**config.mk**
```make
export PLATFORM = sky130hd
export DESIGN_NAME = snake_game_ctrl
export DESIGN_NICKNAME = d
export VERILOG_FILES = /design/src/rtl/snake_game_ctrl.sv
export SDC_FILE = /design/constraint.sdc
export NUM_CORES = 1
export LEC_CHECK = 0
export CAP_MARGIN = 25
export CORE_AREA = 2 2 104 106
export DETAILED_ROUTE_END_ITERATION = 10
export DIE_AREA = 0 0 106 108
export PLACE_DENSITY_LB_ADDON = 0.15
export SYNTH_ARGS = -nofsm -noshare
export SYNTH_HDL_FRONTEND = slang
export SYNTH_SLANG_ARGS = --single-unit
```
**constraint.sdc**
```tcl
create_clock -name clk -period 11.05 [get_ports clk]
set_clock_uncertainty 0.2 [all_clocks]
set_input_delay 2.7625 -clock clk [delete_from_list [all_inputs] [get_ports clk]]
set_output_delay 2.7625 -clock clk [all_outputs]
set_load 0.005 [all_outputs]
```
**src/rtl/snake_game_ctrl.sv**
```systemverilog
// Game sequencer for the snake datapath: run/pause/over state machine,
// move-tick generation, BCD score and move-period speed-up on food.
module snake_game_ctrl #(
    parameter logic [24:0] BASE_PERIOD = 25'd20000000,
    parameter logic [24:0] MIN_PERIOD  = 25'd5000000,
    parameter logic [24:0] STEP_DEC    = 25'd1000000
) (
    input  logic        clk,
    input  logic        rst_n,
    input  logic        start_n,
    input  logic        eat,
    input  logic        hit,
    output logic        step,
    output logic        game_clr,
    output logic [1:0]  state,
    output logic [7:0]  score,
    output logic [24:0] period
);

    localparam int unsigned PW = 25;

    typedef enum logic [1:0] {
        S_IDLE  = 2'd0,
        S_PLAY  = 2'd1,
        S_PAUSE = 2'd2,
        S_OVER  = 2'd3
    } state_e;

    state_e          state_q, state_d;
    logic            step_q, step_d;
    logic            clr_q, clr_d;
    logic [7:0]      score_q, score_d;
    logic [PW-1:0]   period_q, period_d;
    logic [PW-1:0]   cnt_q, cnt_d;

    logic            start_ev;
    logic            tick;
    logic [7:0]      score_inc;
    logic [PW-1:0]   period_dec;

    assign start_ev = ~start_n;

    // Tick once the count has reached the period; ">=" also catches a period
    // that shrank below the running count after food was eaten.
    assign tick = ((PW+1)'(cnt_q) + (PW+1)'(1)) >= (PW+1)'(period_q);

    // BCD increment of the score, saturating at 99.
    always_comb begin
        score_inc = score_q;
        if (score_q == 8'h99) begin
            score_inc = score_q;
        end else if (score_q[3:0] == 4'd9) begin
            score_inc = {score_q[7:4] + 4'd1, 4'd0};
        end else begin
            score_inc = {score_q[7:4], score_q[3:0] + 4'd1};
        end
    end

    // Period shortened by one step, clamped to the floor without underflow.
    always_comb begin
        if ((PW+1)'(period_q) >= ((PW+1)'(MIN_PERIOD) + (PW+1)'(STEP_DEC))) begin
            period_dec = period_q - STEP_DEC;
        end else begin
            period_dec = MIN_PERIOD;
        end
    end

    // State register.
    always_ff @(posedge clk) begin
        if (!rst_n) begin
            state_q <= S_IDLE;
        end else begin
            state_q <= state_d;
        end
    end

    // Next-state logic; collision outranks the pause key while playing.
    always_comb begin
        state_d = state_q;
        case (state_q)
            S_IDLE, S_OVER: begin
                if (start_ev) state_d = S_PLAY;
            end
            S_PLAY: begin
                if (hit) begin
                    state_d = S_OVER;
                end else if (start_ev) begin
                    state_d = S_PAUSE;
                end
            end
            S_PAUSE: begin
                if (start_ev) state_d = S_PLAY;
            end
            default: state_d = S_IDLE;
        endcase
    end

    // Output and datapath next values: game start, scoring, move tick.
    always_comb begin
        step_d   = 1'b0;
        clr_d    = 1'b0;
        score_d  = score_q;
        period_d = period_q;
        cnt_d    = cnt_q;
        case (state_q)
            S_IDLE, S_OVER: begin
                if (start_ev) begin
                    clr_d    = 1'b1;
                    score_d  = 8'h00;
                    period_d = BASE_PERIOD;
                    cnt_d    = '0;
                end
            end
            S_PLAY: begin
                if (eat) begin
                    score_d  = score_inc;
                    period_d = period_dec;
                end
                if (hit) begin
                    cnt_d = '0;
                end else if (start_ev) begin
                    cnt_d = cnt_q;
                end else if (tick) begin
                    step_d = 1'b1;
                    cnt_d  = '0;
                end else begin
                    cnt_d = cnt_q + PW'(1);
                end
            end
            default: begin
                cnt_d = cnt_q;
            end
        endcase
    end

    // Registered outputs and move counter.
    always_ff @(posedge clk) begin
        if (!rst_n) begin
            step_q   <= 1'b0;
            clr_q    <= 1'b0;
            score_q  <= 8'h00;
            period_q <= BASE_PERIOD;
            cnt_q    <= '0;
        end else begin
            step_q   <= step_d;
            clr_q    <= clr_d;
            score_q  <= score_d;
            period_q <= period_d;
            cnt_q    <= cnt_d;
        end
    end

    assign step     = step_q;
    assign game_clr = clr_q;
    assign state    = state_q;
    assign score    = score_q;
    assign period   = period_q;

endmodule

```
==> out/summary.txt <==
Reg-to-Reg Start = cnt_q[0]$_SDFFE_PN0P_
Slew HR = 35.1%
Post-Place Worst Slack = 5.69 ns
Vias in the first global route = 3314
Clock root buffer master = clkbuf_8
TNS Setup = 0 ns
Setup Buffers After CTS = 0
GR Util All Layers = 17.4%
Min Tclk post-route = 5.06 ns
Largest net degree at the start of global routing = 39
Slew Viols, Final = 0
Worst r2r path cells = 13
Die area = 11400 um^2
First-pass GRT wire length = 16200 um
Final worst slack = 5.99 ns
Via-to-Cell Ratio = 5.52
Yosys warns = 0
Clock latency on the worst-skew pair = 0.32 ns
Nets = 525
1st-pass router iterations = 4
Register Area = 1120 um^2
Commonest non-fill, non-tap cell in the layout = dfxtp_1
Clock Sinks = 56
Req. time, crit path = 11.10 ns
Via Count = 3478
Critical Path Source = start_n
Post-Synthesis Cells = 467
Antenna violations before repair = 0
Max-Cap Viols = 0
DRC = 0
1st-iter DRT viols = 212
Worst Hold Launch = cnt_q[15]$_SDFFE_PN0P_
Final ANT Viol Nets = 0
Max VDD drop = 0.0677 mV
RR Endpoint = cnt_q[18]$_SDFFE_PN0P_
Synth Register Bits = 56
Total CTS buffers = 5
Finished Layout Cells = 630
Final Hold Viols = 0
Layout cells sized above 1 = 5.47%
WHS Path Cells = 2
Crit-path max FO = 27
Avg WL per Cell = 15.2 um
Syn_area_per_cell = 7.77 um^2
Port Buf Inserts = 35
R2r setup slk = 6.06 ns
P_leak = 0.00155 uW
Post-synthesis sequential area ratio = 30.9%
Ant diodes = 0
Gr ovfl total = 0
Total Routed Length = 9550 um
Final period utilization = 45.8%
Number of synthesized flops with an enable pin = 0
Synthesized area = 3630 um^2
CP Capture Type = flip-flop
Post-CTS sizing = 0
Top_reg_cell synth = dfxtp_1
Cell area after layout = 4170 um^2
CTS clk-pin slew, worst paths = 0.11 ns
Area Overhead vs Synth = 15.0%
Top achievable clock speed = 0.198 GHz
Distinct cells, synth = 64
Gpl congestion = 0.798
Top Ports = 42
Pwr Density = 106 nW/um^2
Hold Crit Class = reg2reg
Area taken by multi-input logic gates = 2300 um^2
WP data arrival = 5.11 ns
Crit Path Class = in2reg
CTS tree = yes
Unrepaired setup endpoints after global routing = no
Die width = 106 um
Row count = 37
Worst-margin pin slew = 0.974 ns
Clock buffer depth = 2
Hpwl dp = 6810 um
WHS Endpoint = cnt_q[15]$_SDFFE_PN0P_
Synth async-reset ratio = 0%
Status = finished, final reports clean
Placed inst area = 4070 um^2
Core Footprint = 10200 um^2
Most frequent cells in the layout = dfxtp_1, nor2_1, nand2_1, a21oi_1, clkdlybuf4s50_1
H-Tree Level Count = 2
CP startpoint kind = input port
Final setup viols = 0
Initial Utilization = 35.5%
Hold buffers post-CTS = 0
Die H = 108 um
Number of fill cells = 1077
DP Cell Count = 622
cell usage after synthesis, types with 10 or more instances:
| master | number | area (um^2) |
|---|---|---|
| a22oi_1 | 10 | 75.1 |
| or2_2 | 10 | 62.6 |
| nand2_1 | 42 | 158 |
| dfxtp_1 | 56 | 1120 |
| ha_1 | 27 | 338 |
| nor2_1 | 42 | 158 |
| nand3_1 | 18 | 90.1 |
| clkbuf_1 | 12 | 45.0 |
| inv_1 | 28 | 105 |
| nand4_1 | 17 | 106 |
| o21ai_0 | 29 | 145 |
| a31oi_1 | 11 | 68.8 |
| a21oi_1 | 35 | 175 |
layer usage:
layer,track usage [%],share of wire [%],up-vias
li1,-,-,1743
met1,24.0,47,1642
met2,28.6,47,82
met3,2.23,4.3,11
met4,5.36,1.3,0
met5,0,0,-
power breakdown:
part / internal [uW] / total, uW / leakage, uW / switching [uW]
Clock: 67.5 / 138 / 0.0000552 / 70.7
Sequential: 208 / 215 / 0.000453 / 7.19
Combinational: 31.2 / 87.4 / 0.00104 / 56.1
Total: 306 / 440 / 0.00155 / 134
final cells by class:
class | instances | area share, %
tap | 136 | 4.08
multi-input combinational | 364 | 55.0
clock buffer | 6 | 1.74
sequential | 56 | 26.9
clock inverter | 2 | 0.840
timing repair buffer | 38 | 8.94
inverter | 28 | 2.52
through the flow:
| step | power [uW] | hold slack, ns | utilization (%) |
|---|---|---|---|
| 6_report | 440 | 0.305 | 40.8 |
| 3_3_place_gp | 306 | 0.275 | 39.7 |
| 3_5_place_dp | 307 | 0.280 | 39.7 |
| 4_1_cts | 446 | 0.303 | 40.8 |
| 5_1_grt | 466 | 0.347 | 40.8 |
| 2_1_floorplan | 275 | 0.258 | - |
cells by family after synthesis:
kind of cell,synth area share (%)
DFF,30.9
buffers and inverters,6.34
AOI/OAI and AO/OA,24.4
other,0.103
xor gates and xnor gates,2.41
adders and majority gates,9.31
muxes,0.828
and+or+nand+nor,25.7
sequential cells by signal, indices dropped and copies added (netlist names):
register,count
game_clr,1
period,19
cnt_q,25
score,8
step,1
state,2
worst max-delay path by stage:
stage | to | slack [ns] | cells after the start
global placement | cnt_q[21]$_SDFFE_PN0P_ | 5.78 | 7
CTS | cnt_q[21]$_SDFFE_PN0P_ | 6.01 | 7
finish | cnt_q[18]$_SDFFE_PN0P_ | 5.99 | 7
detailed placement | cnt_q[21]$_SDFFE_PN0P_ | 5.69 | 7
global route | cnt_q[18]$_SDFFE_PN0P_ | 5.58 | 13
floorplan | cnt_q[4]$_SDFFE_PN0P_ | 6.69 | 8
critical path, cell delays in order:
cell and delay [ns]:
clkdlybuf4s50_1 0.58, nand2b_1 0.09, or2_2 0.29, nor2_1 0.12, and4_1 0.85, o21ai_0 0.24, a21oi_1 0.18
(Power assumes the default switching activity.)
